==> src/rtl/mem_map_pkg.sv <==
// Shared address map, field widths and decode helper for the data-memory responder.
package mem_map_pkg;

  localparam int unsigned ADDR_W  = 9;
  localparam int unsigned DATA_W  = 16;
  localparam int unsigned LED_W   = 10;
  localparam int unsigned SW_W    = 10;
  localparam int unsigned TSTAT_W = 1;

  localparam logic [ADDR_W-1:0] RAM_LIMIT  = 9'h100;
  localparam logic [ADDR_W-1:0] ADDR_LED   = 9'h100;
  localparam logic [ADDR_W-1:0] ADDR_SW    = 9'h140;
  localparam logic [ADDR_W-1:0] ADDR_TCNT  = 9'h180;
  localparam logic [ADDR_W-1:0] ADDR_TCMP  = 9'h181;
  localparam logic [ADDR_W-1:0] ADDR_TSTAT = 9'h182;

  localparam logic [DATA_W-1:0] TCMP_RESET = 16'hFFFF;

  typedef enum logic [2:0] {
    RegRam,
    RegLed,
    RegSw,
    RegTcnt,
    RegTcmp,
    RegTstat,
    RegNone
  } region_e;

  function automatic region_e decode_region(input logic [ADDR_W-1:0] addr);
    region_e r;
    r = RegNone;
    if (addr < RAM_LIMIT) begin
      r = RegRam;
    end else begin
      case (addr)
        ADDR_LED:   r = RegLed;
        ADDR_SW:    r = RegSw;
        ADDR_TCNT:  r = RegTcnt;
        ADDR_TCMP:  r = RegTcmp;
        ADDR_TSTAT: r = RegTstat;
        default:    r = RegNone;
      endcase
    end
    return r;
  endfunction

endpackage

==> src/rtl/mmio_timer.sv <==
// Prescaled free-running counter with compare register and sticky match flag.
module mmio_timer
  import mem_map_pkg::*;
#(
  parameter int unsigned PRESCALE = 1
) (
  input  logic              clk,
  input  logic              rst_n,
  input  logic              wr_tcnt,
  input  logic              wr_tcmp,
  input  logic              wr_tstat,
  input  logic [DATA_W-1:0] wdata,
  output logic [DATA_W-1:0] tcnt,
  output logic [DATA_W-1:0] tcmp,
  output logic              match
);

  localparam int unsigned PW = (PRESCALE > 1) ? $clog2(PRESCALE) : 1;
  localparam logic [PW-1:0] PRESC_MAX = PW'(PRESCALE - 1);

  logic [PW-1:0]     presc_q, presc_d;
  logic [DATA_W-1:0] tcnt_q, tcnt_d;
  logic [DATA_W-1:0] tcmp_q, tcmp_d;
  logic              tstat_q, tstat_d;
  logic              tick;

  always_comb begin
    tick    = (presc_q == PRESC_MAX);
    presc_d = tick ? '0 : presc_q + 1'b1;
    tcnt_d  = tick ? tcnt_q + 1'b1 : tcnt_q;
    // A counter clear overrides any tick landing on the same edge.
    if (wr_tcnt) begin
      presc_d = '0;
      tcnt_d  = '0;
    end
    tcmp_d  = wr_tcmp ? wdata : tcmp_q;
    tstat_d = tstat_q;
    if (wr_tstat && wdata[0]) begin
      tstat_d = 1'b0;
    end
    // Set on the transition into the compare value; set beats a same-cycle clear.
    if ((tcnt_d != tcnt_q) && (tcnt_d == tcmp_q)) begin
      tstat_d = 1'b1;
    end
  end

  always_ff @(posedge clk or negedge rst_n) begin
    if (!rst_n) begin
      presc_q <= '0;
      tcnt_q  <= '0;
      tcmp_q  <= TCMP_RESET;
      tstat_q <= 1'b0;
    end else begin
      presc_q <= presc_d;
      tcnt_q  <= tcnt_d;
      tcmp_q  <= tcmp_d;
      tstat_q <= tstat_d;
    end
  end

  assign tcnt  = tcnt_q;
  assign tcmp  = tcmp_q;
  assign match = tstat_q;

endmodule

==> src/rtl/data_mem_responder.sv <==
// Pipeline data-memory stage: word RAM plus LED, switch and timer MMIO with registered reads.
module data_mem_responder
  import mem_map_pkg::*;
#(
  parameter int unsigned RAM_WORDS = 256,
  parameter int unsigned PRESCALE  = 1
) (
  input  logic              clk,
  input  logic              rst_n,
  input  logic [ADDR_W-1:0] addr_mem,
  input  logic [DATA_W-1:0] wdata_mem,
  input  logic              write_mem,
  output logic [DATA_W-1:0] rdata_mem,
  input  logic [SW_W-1:0]   switches,
  output logic [LED_W-1:0]  leds,
  output logic              timer_irq
);

  localparam int unsigned RAM_AW = (RAM_WORDS > 1) ? $clog2(RAM_WORDS) : 1;

  logic [DATA_W-1:0] ram [RAM_WORDS];

  region_e           region;
  logic              ram_hit;
  logic [RAM_AW-1:0] ram_idx;
  logic              wr_ram, wr_led, wr_tcnt, wr_tcmp, wr_tstat;

  logic [LED_W-1:0]  leds_q, leds_d;
  logic [SW_W-1:0]   sw_meta_q, sw_sync_q;
  logic [DATA_W-1:0] rdata_q, rdata_d;

  logic [DATA_W-1:0] tcnt, tcmp;
  logic              match;

  always_comb begin
    region   = decode_region(addr_mem);
    ram_hit  = (region == RegRam) && (32'(addr_mem) < RAM_WORDS);
    ram_idx  = addr_mem[RAM_AW-1:0];
    wr_ram   = write_mem && ram_hit;
    wr_led   = write_mem && (region == RegLed);
    wr_tcnt  = write_mem && (region == RegTcnt);
    wr_tcmp  = write_mem && (region == RegTcmp);
    wr_tstat = write_mem && (region == RegTstat);
  end

  // RAM has no reset; writes are suppressed while reset is held.
  always_ff @(posedge clk) begin
    if (wr_ram && rst_n) begin
      ram[ram_idx] <= wdata_mem;
    end
  end

  always_comb begin
    leds_d = wr_led ? wdata_mem[LED_W-1:0] : leds_q;
  end

  // Read mux samples pre-edge state, which gives read-first behaviour on collisions.
  always_comb begin
    rdata_d = '0;
    case (region)
      RegRam:   rdata_d = ram_hit ? ram[ram_idx] : '0;
      RegLed:   rdata_d = {{(DATA_W - LED_W){1'b0}}, leds_q};
      RegSw:    rdata_d = {{(DATA_W - SW_W){1'b0}}, sw_sync_q};
      RegTcnt:  rdata_d = tcnt;
      RegTcmp:  rdata_d = tcmp;
      RegTstat: rdata_d = {{(DATA_W - TSTAT_W){1'b0}}, match};
      default:  rdata_d = '0;
    endcase
  end

  always_ff @(posedge clk or negedge rst_n) begin
    if (!rst_n) begin
      leds_q    <= '0;
      sw_meta_q <= '0;
      sw_sync_q <= '0;
      rdata_q   <= '0;
    end else begin
      leds_q    <= leds_d;
      sw_meta_q <= switches;
      sw_sync_q <= sw_meta_q;
      rdata_q   <= rdata_d;
    end
  end

  mmio_timer #(
    .PRESCALE (PRESCALE)
  ) u_timer (
    .clk      (clk),
    .rst_n    (rst_n),
    .wr_tcnt  (wr_tcnt),
    .wr_tcmp  (wr_tcmp),
    .wr_tstat (wr_tstat),
    .wdata    (wdata_mem),
    .tcnt     (tcnt),
    .tcmp     (tcmp),
    .match    (match)
  );

  assign rdata_mem = rdata_q;
  assign leds      = leds_q;
  assign timer_irq = match;

endmodule

==> config.mk <==
export PLATFORM = sky130hd
export DESIGN_NAME = data_mem_responder
export DESIGN_NICKNAME = d
export VERILOG_FILES = /design/src/rtl/mem_map_pkg.sv /design/src/rtl/mmio_timer.sv /design/src/rtl/data_mem_responder.sv
export SDC_FILE = /design/constraint.sdc
export NUM_CORES = 2
export LEC_CHECK = 0
export ABC_AREA = 1
export BUFFER_PORTS_ARGS = -buffer_cell sky130_fd_sc_hd__buf_2
export CAP_MARGIN = 10
export CORE_MARGIN = 4
export CORE_UTILIZATION = 53
export DETAILED_ROUTE_END_ITERATION = 16
export PLACE_DENSITY = 0.73
export SLEW_MARGIN = 20
export SYNTH_ARGS = -nofsm -noshare
export SYNTH_HDL_FRONTEND = slang
export SYNTH_HIERARCHICAL = 1
export SYNTH_SLANG_ARGS = --single-unit
==> constraint.sdc <==
create_clock -name clk -period 1.5 [get_ports clk]
set_clock_uncertainty 0.15 [all_clocks]
set_input_delay 0.15 -clock clk [delete_from_list [all_inputs] [get_ports clk]]
set_output_delay 0.15 -clock clk [all_outputs]
set_load 0.02 [all_outputs]
---- Word level (Yosys, flattened, before mapping) ----
Memories as Yosys holds them, arrays and structs flattened.
Cells that the tools add are included.
cells by class
  $add $sub $neg .......................... 2
  $mul .................................... 0
  div/mod/pow operators ................... 0
  $lt $le $gt $ge ......................... 2
  equality and inequality tests ........... 12
  shifts and indexed selects .............. 0
  muxes and demuxes ....................... 12
  bitwise gates (word level) .............. 0
  reduce and logical (&&, ||, !) cells .... 11
operators with widths
  kind                                                                    number
  16-bit one-hot mux with 6 select lines                                  1
  16-bit two-way mux                                                      3
  9-bit equality test (second input constant)                             5
  9-bit less-than comparator (second input constant)                      2
  16-bit by 1-bit adder with 16-bit output (second input constant)        1
  16-bit equality test                                                    1
  16-bit != test                                                          1
  3-bit one-hot mux with 5 select lines                                   1
  1-bit logical AND                                                       9
  3-bit by 2-bit equality test with 1-bit output (second input constant)  2
  3-bit equality test (second input constant)                             2
  1-bit two-way mux                                                       6
  3-bit by 1-bit equality test with 1-bit output (second input constant)  1
  3-bit logical NOT                                                       1
  3-bit two-way mux                                                       1
  2-bit nonzero test                                                      1
  1-bit adder (second input constant)                                     1
word-level totals
  register bits ........................... 80
  latch bits .............................. 0
  memory bits (writable) .................. 4096
  ROM bits ................................ 0
  output and inout bits ................... 27
  word-level logic and storage cells ...... 48
  memories kept ........................... 1
memories
  name  words  width  rd ports  clocked after memory_dff  wr ports  line                      text
  ram   256    16     1         0                         1         data_mem_responder.sv:21  logic [DATA_W-1:0] ram [RAM_WORDS];

---- Logic depth before layout (Yosys ltp) ----
  depth after elaboration ................. 9
  mapped depth ............................ 19
  depth with buffers taken out ............ 19

---- By module ----
Netlist, hierarchy kept.
modules (own cells, without submodules)
  module              instances  cells each  area each (um^2)  sequential area each (um^2)
  data_mem_responder  1          14130       163984.8          124149.1
  mmio_timer          1          274         2003.2            845.8

---- Least setup slack after synthesis ----
Ideal clock, no wire load.
  kind .................................... in2reg
  start point ............................. in addr_mem[0]
  end point ............................... mem ram[122][0], enable pin
  library setup time ...................... 0.388 ns
  arrival ................................. 2.238 ns
  required time ........................... 0.962 ns
  path slack .............................. -1.277 ns
  cell stages on the path ................. 11
  path buffers ............................ 6
  cell sequence ........................... buf_6 > inv_4 > nand2_2 > buf_6 > buf_6 > buf_4 > buf_2 > nor2_1 > nand2_1 > buf_2 > nor2_1
on the way
  longest elaborated chain between the ends .. 9
  elaborated cells on any way between the ends .. 15
  those cells by class .................... order compare (2); eq/ne (5); mux (4); reduce/logical (4)
ends and longest elaborated chain
  item                                                                line                      text
  start: declaration                                                  data_mem_responder.sv:10  input logic [ADDR_W-1:0] addr_mem,
  branches (longest 9 deep; another with 9-bit less-than comparator)  n/a
  end: declaration                                                    data_mem_responder.sv:21
Parallel ways; which one is timed is not known.

---- Worst setup path in the final report ----
  start point ............................. in addr_mem[0]
  end point ............................... reg rdata_q[6] (netlist: rdata_mem[6])
on the way
  longest elaborated chain between the ends .. 7
  elaborated cells on any way between the ends .. 19
  those cells by class .................... order compare (2); eq/ne (10); mux (4); reduce/logical (2); memory (1)
ends and longest elaborated chain
  item                                                              line                      text
  branches (longest 6 deep; another with memory read 256 x 16 bit)  n/a
  16-bit one-hot mux with 6 select lines *                          data_mem_responder.sv:60  case (region)
  named net rdata_d[6]                                              data_mem_responder.sv:30  logic [DATA_W-1:0] rdata_q, rdata_d;
  end signal: assignment                                            data_mem_responder.sv:81  rdata_q <= rdata_d;
  end: declaration                                                  data_mem_responder.sv:30
Mark *: on every way through the listed nets, which the timed path passes.
A chain may end at the register's enable or synchronous reset.

==> flow_metrics.tcl <==
set metrics [dict create \
    synth_common_cells "5523 x nor2_1, 4096 x edfxtp_1, 2909 x nand2_1, 335 x buf_2, 308 x inv_1" \
    wl_mm 526 \
    cts_num_sinks 4175 \
    start_kind "input pin" \
    synth-compound-area-share 0.0198 \
    drtPass1Iterations 8 \
    seqPwrFrac 0.516 \
    crit_chain "clkbuf_16, buf_12, nand2_8, buf_12, buf_12, buf_12, buf_12, buf_6, nor2_1, nor2_1, nand2_1, nand2_1, nand4_1, nand2_2, nand2_4, nor2_4, buf_6, nor2_4, nor2_4, nand2_2, nand2_2" \
    tightest_slew_ps 981 \
    setup_slack_ps -568 \
    first_global_vias 114476 \
    area_delta_synth_final_pct 25.0 \
    clk_path_buf_depth 4 \
    grt_pass1_wl_mm 753 \
    synth_top_area_frac 0.741 \
    cts_buffers 403 \
    ys_warn_count 6 \
    final_net_count 15999 \
    max_stage_delay_ps 260 \
    path_class "input pin to flip-flop" \
    fin_crit_sh 1.38 \
    slew-limit-headroom 0.344 \
    synth_xor_xnor_area_share 0 \
    synthSimpleGateAreaFrac 0.200 \
    vias_per_cell 5.82 \
    powerDensity_nw_per_um2 1200 \
    p_comb_frac 0.075 \
    cts_htree_levels 5 \
    die-area_um2 322000 \
    leakagePower_nw 78.4 \
    critPathSlowestCell "nand4_1" \
    io_buffer_count 64 \
    rsz0062_at_grt "true" \
    drt_iter0_drc 18995 \
    netlist_instances 14404 \
    clockPowerShare 0.409 \
    drive_gt1_frac 0.196 \
    rows 205 \
    synthesis.nets 14443 \
    cts_root_buffer "clkbuf_16" \
    syn_area_um2 166000 \
    tns_ps -431940 \
    synth_edf_count 4096 \
    grt_max_degree 84 \
    antenna_found_initial 16 \
    synth_top_family_by_area "simple AND/OR/NAND/NOR gates" \
    yosysTopAreaCell "edfxtp_1" \
    cp.buffers_inverters 8 \
    gp_congestion 0.975 \
    crit_required_ps 2200 \
    ant_nets 0 \
    hold_viol 67 \
    vias 118869 \
    fmax_mhz 484 \
    syn_avg_cell_area_um2 11.5 \
    synthAdderAreaFrac 0.0000754 \
    power_switching_mw 56.6 \
    timing.hold.ws_ps -217 \
    ir_worst_vdd_mv 1.51 \
    critPathArrivalTime_ps 2770 \
    regToRegSetupSlack_ps -550 \
    coreArea_um2 312000 \
    insertion_delay_ps 940 \
    ioPinCount 65 \
    slew_violations 0 \
    critPathTopFamily "simple AND/OR/NAND/NOR gates" \
    die_h_um 568 \
    place_inst 19543 \
    finalSetupViolCount 3963 \
    cts.reportedPaths.clkPinSlew_ps 70 \
    dp_hpwl_mm 333 \
    min_period_ps 2070 \
    synthTopCellsByArea "edfxtp_1 74%, nor2_1 12%, nand2_1 6.6%" \
    yosysMostFrequentCell "nor2_1" \
    p_sw_frac 0.228 \
    start_util 0.532 \
    cp_common_cell "buf_12" \
    status "finished with violations" \
    failed_checks "hold timing, setup timing" \
    fin_cells 20439 \
    cts_tree "done" \
    cp_max_fo 7 \
    synth_cell_type_count 43 \
    die_x_um 568 \
    cap_viol_max_count 0 \
    gr-total-overflow 0 \
    wl_per_cell_um 25.7 \
    route.detailed.drc 0 \
    ys.flop_type "edfxtp_1" \
    async_flop_share 0.0189 \
    groute.usage.overall 0.316 \
    yosysSeqAreaShare 0.753 \
    internal_power_mw 192 \
    ys_ff_latch 4175 \
    synthMuxAreaShare 0.000746 \
    min_path_type "input pin to flip-flop" \
    critPathCaptureType "flip-flop" \
]
## placed cells by master (no fill, tap or decap), types with 16 or more instances in the layout
cell              n
nor2_1         5089
edfxtp_1       4096
nand2_1        2678
buf_4          1003
buf_12          549
clkbuf_16       419
nor2_4          304
inv_1           301
o22ai_1         245
nand2_2         167
nor2_2          141
nand4_1         115
o21ai_0         100
o21ai_1          98
clkinv_1         95
clkinv_2         89
buf_6            86
clkbuf_1         69
nand2_4          65
nand3_1          58
dlygate4sd3_1    53
dfrtp_1          49
bufinv_16        44
o21ai_2          43
buf_16           32
buf_8            29
o22a_1           22
nand3_2          20
buf_2            18
o21bai_1         16
dfstp_2          16
## worst register-to-register path, cell delays in order (launching register included)
cell      delay, ps
edfxtp_1        360
nor2_2           50
o21ai_1         170
buf_4           150
nand2_2          40
nand2_1          50
nand2_1          60
o21ai_2         170
buf_6           150
nand2_4          50
nor2_4          230
nor2_4          120
nor2_4          110
nand2_1          60
nand2_1          50
## logic make-up after synthesis
kind of cell	Yosys count
and+or+nand+nor	8679
AOI/OAI and AO/OA	562
buffers and inverters	976
adders and majority gates	1
DFF	4175
muxes	11
## metrics by stage
step	utilization	setup slack (ps)	power [mW]	instance area, um2
floorplan	-	-780	138	168000
global placement	0.606	-2100	147	189000
detailed placement	0.606	-2090	147	189000
CTS	0.661	-504	248	206000
global route	0.665	-594	255	207000
finish	0.665	-568	249	207000
## worst paths after layout
kind | startpoint | to | cells after the start
max in group asynchronous | rst_n | rdata_mem[13]$_DFF_PN0_ | 6
worst max register to register | ram[240][3]$_DFFE_PP_ | rdata_mem[3]$_DFF_PN0_ | 14
min in group asynchronous | rst_n | leds[5]$_DFFE_PN0P_ | 5
worst max-delay path | addr_mem[0] | rdata_mem[6]$_DFF_PN0_ | 21
worst min-delay path | addr_mem[8] | u_timer/tcnt[0]$_DFF_PN0_ | 6
worst min register to register | sw_meta_q[4]$_DFF_PN0_ | sw_sync_q[4]$_DFF_PN0_ | 0
## power groups by stage
| stage | clock network (mW) | logic, mW | registers [mW] |
|---|---|---|---|
| after floorplan | 0 | 6.64 | 131 |
| after global placement | 0 | 16.0 | 131 |
| after detailed placement | 0 | 16.3 | 131 |
| after CTS | 102 | 17.5 | 129 |
| after global routing | 107 | 19.4 | 128 |
| final | 102 | 18.6 | 129 |
## area by class of cell
type / count / area (um2)
Sequential cell: 4175 / 125000
Fill cell: 20925 / 104000
Multi-Input combinational cell: 9253 / 40800
Timing Repair Buffer: 1791 / 22000
Clock buffer: 486 / 10600
Tap cell: 4140 / 5180
Clock inverter: 252 / 2550
Inverter: 336 / 1310
Antenna cell: 6 / 15.0
## state kept, by name (all words and copies together), names as in the netlist
signal         flops
ram             4096
rdata_mem         16
u_timer/tcmp      16
u_timer/tcnt      16
leds              10
sw_meta_q         10
sw_sync_q         10
u_timer/match      1
## layer usage
layer,global-route usage,wire length [um],up-vias,part of all wire
met1,0.422,185000,57215,0.35
met2,0.488,239000,8661,0.45
met3,0.0650,66800,1597,0.13
li1,-,-,51380,-
met5,0,87,-,0.00017
met4,0.178,34900,16,0.066
## what timing repair did
item / in CTS / in global routing
buffers inserted: 84 / 22
cloned: 19 / 12
gates resized for setup: 641 / 295
hold endpoints to repair: 4261 / 134
setup endpoints to repair: 2070 / 4074
pin swaps: 275 / 202
hold buffers: 53 / 4
Note: power is estimated with default switching activity, not from simulation.
